<file path="src/rtl/io_write_arbiter.sv">
// Two-requester write arbiter for the memory-mapped output-port bus.
// Grants one request per cycle, decodes the three port slots and drives registered write strobes and acks.
module io_write_arbiter #(
    parameter bit ROUND_ROBIN = 1'b1
) (
    input  logic        io_clk,
    input  logic        clr,
    input  logic        req0,
    input  logic [31:0] addr0,
    input  logic [31:0] data0,
    output logic        ack0,
    input  logic        req1,
    input  logic [31:0] addr1,
    input  logic [31:0] data1,
    output logic        ack1,
    output logic        err,
    output logic [31:0] io_addr,
    output logic [31:0] io_data,
    output logic        io_we
);

    localparam logic [5:0] PORT0_SEL = 6'b100011;
    localparam logic [5:0] PORT1_SEL = 6'b100100;
    localparam logic [5:0] PORT2_SEL = 6'b100101;

    // Only word-address bits [7:2] select a port; all other bits are ignored.
    function automatic logic addr_mapped(input logic [31:0] a);
        case (a[7:2])
            PORT0_SEL: return 1'b1;
            PORT1_SEL: return 1'b1;
            PORT2_SEL: return 1'b1;
            default:   return 1'b0;
        endcase
    endfunction

    logic        elig0_s, elig1_s;
    logic        grant0_s, grant1_s;
    logic        win_mapped_s;
    logic [31:0] win_addr_s, win_data_s;

    logic        ack0_q, ack0_d;
    logic        ack1_q, ack1_d;
    logic        err_q, err_d;
    logic        io_we_q, io_we_d;
    logic        ptr_q, ptr_d;
    logic [31:0] io_addr_q, io_addr_d;
    logic [31:0] io_data_q, io_data_d;

    // Arbitration, address decode and next-state of every registered output.
    always_comb begin
        elig0_s  = req0 & ~ack0_q;
        elig1_s  = req1 & ~ack1_q;
        grant0_s = 1'b0;
        grant1_s = 1'b0;
        // ptr_q names the last winner; on a round-robin tie the other requester wins.
        if (elig0_s && elig1_s) begin
            if (ROUND_ROBIN && (ptr_q == 1'b0)) begin
                grant1_s = 1'b1;
            end else begin
                grant0_s = 1'b1;
            end
        end else if (elig0_s) begin
            grant0_s = 1'b1;
        end else if (elig1_s) begin
            grant1_s = 1'b1;
        end else begin
            grant0_s = 1'b0;
            grant1_s = 1'b0;
        end

        if (grant1_s) begin
            win_addr_s = addr1;
            win_data_s = data1;
        end else begin
            win_addr_s = addr0;
            win_data_s = data0;
        end
        win_mapped_s = addr_mapped(win_addr_s);

        ack0_d  = grant0_s;
        ack1_d  = grant1_s;
        io_we_d = (grant0_s | grant1_s) & win_mapped_s;
        err_d   = (grant0_s | grant1_s) & ~win_mapped_s;

        if (io_we_d) begin
            io_addr_d = win_addr_s;
            io_data_d = win_data_s;
        end else begin
            io_addr_d = io_addr_q;
            io_data_d = io_data_q;
        end

        if (grant1_s) begin
            ptr_d = 1'b1;
        end else if (grant0_s) begin
            ptr_d = 1'b0;
        end else begin
            ptr_d = ptr_q;
        end
    end

    // State registers; pointer resets to 1 so requester 0 wins the first tie.
    always_ff @(posedge io_clk or posedge clr) begin
        if (clr) begin
            ack0_q    <= 1'b0;
            ack1_q    <= 1'b0;
            err_q     <= 1'b0;
            io_we_q   <= 1'b0;
            ptr_q     <= 1'b1;
            io_addr_q <= 32'h0000_0000;
            io_data_q <= 32'h0000_0000;
        end else begin
            ack0_q    <= ack0_d;
            ack1_q    <= ack1_d;
            err_q     <= err_d;
            io_we_q   <= io_we_d;
            ptr_q     <= ptr_d;
            io_addr_q <= io_addr_d;
            io_data_q <= io_data_d;
        end
    end

    assign ack0    = ack0_q;
    assign ack1    = ack1_q;
    assign err     = err_q;
    assign io_we   = io_we_q;
    assign io_addr = io_addr_q;
    assign io_data = io_data_q;

endmodule
</file>
<file path="config.mk">
export PLATFORM = sky130hd
export DESIGN_NAME = io_write_arbiter
export DESIGN_NICKNAME = d
export VERILOG_FILES = /design/src/rtl/io_write_arbiter.sv
export SDC_FILE = /design/constraint.sdc
export NUM_CORES = 1
export LEC_CHECK = 0
export CAP_MARGIN = 20
export CELL_PAD_IN_SITES_DETAIL_PLACEMENT = 0
export CELL_PAD_IN_SITES_GLOBAL_PLACEMENT = 1
export CORE_ASPECT_RATIO = 0.5
export CORE_MARGIN = 2
export CORE_UTILIZATION = 26
export CTS_CLUSTER_SIZE = 40
export DETAILED_ROUTE_END_ITERATION = 12
export PLACE_DENSITY = 0.86
export SLEW_MARGIN = 20
export SYNTH_ARGS = -nofsm -noshare
export SYNTH_HDL_FRONTEND = slang
export SYNTH_SLANG_ARGS = --single-unit
</file>
<file path="constraint.sdc">
create_clock -name io_clk -period 2 [get_ports io_clk]
set_input_delay 0.4 -clock io_clk [delete_from_list [all_inputs] [get_ports io_clk]]
set_output_delay 0.4 -clock io_clk [all_outputs]
set_load 0.01 [all_outputs]
</file>
==> metrics.cfg <==
[status]
status=finished clean

[grt]
grt_pass1_vias=3033
grt_pass1_wl_mm=16.0
grt.met1_usage=0.163
overflow=0
antenna_found_initial=0
use_met3=0.0340
gr-usage-all-layers=0.144
grt_max_degree=29
grt.busiest_layer=met2
use_met2=0.279

[routing]
totalWireLength_mm=10.5
vias=2800
detail_route.first_pass.iterations=4
vias_per_cell=4.31
post_drt_wl_per_cell_um=16.2
antenna_left=0
drc=0
drt-initial-drc-count=63

[synthesis]
async_flop_share=1.00
synth_edf_count=0
ys_ff_latch=69
yosys-top-cells-count=mux2_2, dfrtp_1, mux2_1
postSynthCellCount=242
ys_seq_area_frac=0.502
ys_warn_count=0
synth_area_leaders=dfrtp_1, mux2_2, mux2_1
syn-num-nets=374
syn_avg_cell_area_sq_um=14.2
synthDominantCellAreaShare=0.494
synth_cell_type_count=31
netlist_area_sq_um=3440
synth_most_common_cell=mux2_2
synth.largest_area_cell=dfrtp_1
synth_ff_type=dfrtp_1

[clock_network]
tritoncts=built
clk_pin_slew_ps=60
root_buffer=clkbuf_16
cts_made_buffers=9
cts_max_level=3
insertion_delay_ps=330
clockBufferDepth=2
cts_sinks=69
cts_hold_buf=0

[timing]
finalClockSkew_ps=5.61
period_share=0.979
hold_violations=0
worst_slack_ps=42.3
fin_crit_ps=1960
drv_slew=0
tns_ps=0
tightest_slew_ps=474
fmax_mhz=511
max-slew-margin-rel=0.679
setup_viol=0

[placed_design]
dp_slack_ps=-379
globalplace.congestion=0.786
place_area_sq_um=5850
hpwl_mm=8.04
portBuffers=199

[floorplan]
io_pins=200
die_w_um=167
die_y_um=85.4
rows=29
core-area_sq_um=12800
dieArea_sq_um=14200
start_util=0.269

[power]
peakVddDrop_mv=0.406
power_mw=6.30
powerDensity_nw_per_um2=1000
leakage_nw=2.61

[layout]
nFillCells=1124
seq_area_sq_um=1730
multiInputGateArea_sq_um=1630
layout-drive-gt1-share=0.342
syn2layout_area_growth_pct=82.4
fin_area_sq_um=6280
antenna_cells=0
final_nets=607

[worst_setup_path]
cpMaxStageDelayCell=clkdlybuf4s50_1
startpoint_type=input pin
cp_data_required_time_ps=2210
criticalPathCategory=input pin to register
path_cells=clkdlybuf4s50_1 > nor2b_2 > a21oi_2 > o32ai_4 > buf_6 > clkbuf_16 > mux2_2
critPathLaunch=addr1[4]
path_max_fanout=12
cp.arrival_ps=2170
end_kind=register
r2r-start=ptr_q
crit_path_max_incr_delay_ps=520
path_buf_inv=3
critPathTopFamily=buffers and inverters

[flow_run]
maxCapViolCount=0

[min_path]
timing.hold.worst.class=input pin to asynchronous set/reset pin

==> cell families (layout without fill, tap and decap cells) <==
logic type / Yosys count / count (layout) / share of synthesized area
AO/OA/AOI/OAI: 13 / 13 / 0.0312
flip-flops: 69 / 69 / 0.502
multiplexers: 118 / 118 / 0.385
buffers and inverters: 16 / 253 / 0.0316
AND/OR/NAND/NOR: 26 / 26 / 0.0501
==> where the power goes <==
group	total, mW	switching [mW]	internal [mW]
logic	2.54	0.884	1.65
registers	2.17	0.258	1.91
clock network	1.59	0.567	1.02
==> cell usage in the layout, fill, tap and decap left out, types with 2 or more instances in the layout <==
master           count
clkdlybuf4s50_1    199
mux2_2             103
dfrtp_1             68
buf_4               24
mux2_1              14
clkbuf_16           11
buf_12               6
nor2b_1              5
nor2_1               3
inv_1                3
nor2b_4              2
and3b_1              2
nand4_1              2
o211ai_1             2
a21o_1               2
a21oi_1              2
nor3_1               2
clkinvlp_4           2
clkinv_2             2
clkbuf_8             2
buf_6                2
==> area by class of cell <==
cell class                 instances  area share
tap                              170      0.0339
sequential                        69       0.275
multi-input combinational        157       0.260
clock inverter                     4     0.00757
clock buffer                      11      0.0402
timing repair buffer             234       0.381
inverter                           4     0.00299
==> stage by stage <==
stage	hold slack [ps]	cells	utilization
floorplan	478	242	-
global placement	464	628	0.457
detailed placement	474	628	0.457
CTS	453	646	0.484
global route	472	649	0.490
finish	442	649	0.490
==> path summary, 6_finish.rpt <==
check	to	slack, ps	depth (start not counted)
setup / recovery	io_data[23]	40	7
hold / removal	io_addr[4]	440	2
setup reg to reg	io_addr[1]	70	6
hold reg to reg	io_data[3]	480	1
max in group asynchronous	ptr_q	1020	3
min in group io_clk	io_data[3]	480	1
==> state kept, by name (all words and copies together) (netlist names) <==
| signal | flops |
|---|---|
| io_we | 1 |
| ptr_q | 1 |
| io_addr | 32 |
| ack1 | 1 |
| err | 1 |
| io_data | 32 |
| ack0 | 1 |
==> timing repair <==
item                                    4_1_cts  5_1_grt
resized for setup                             2        7
setup buffers                                 2        1
pin swaps                                     1        1
endpoints found under the setup margin       38       58
cloned                                        1        2
==> layer usage <==
metal,up-vias,part of all wire,routed length [um]
met5,-,0,0
met2,54,0.56,5860
met4,0,0.011,111
met1,1388,0.40,4220
li1,1349,-,-
met3,9,0.033,349
==> worst reg2reg max path, stage by stage, from the launching register on <==
cell,delay (ps)
dfstp_2,560
nand3b_1,130
nand2_2,140
buf_4,160
buf_4,190
mux2_2,370
mux2_2,260
(Power assumes the default switching activity.)
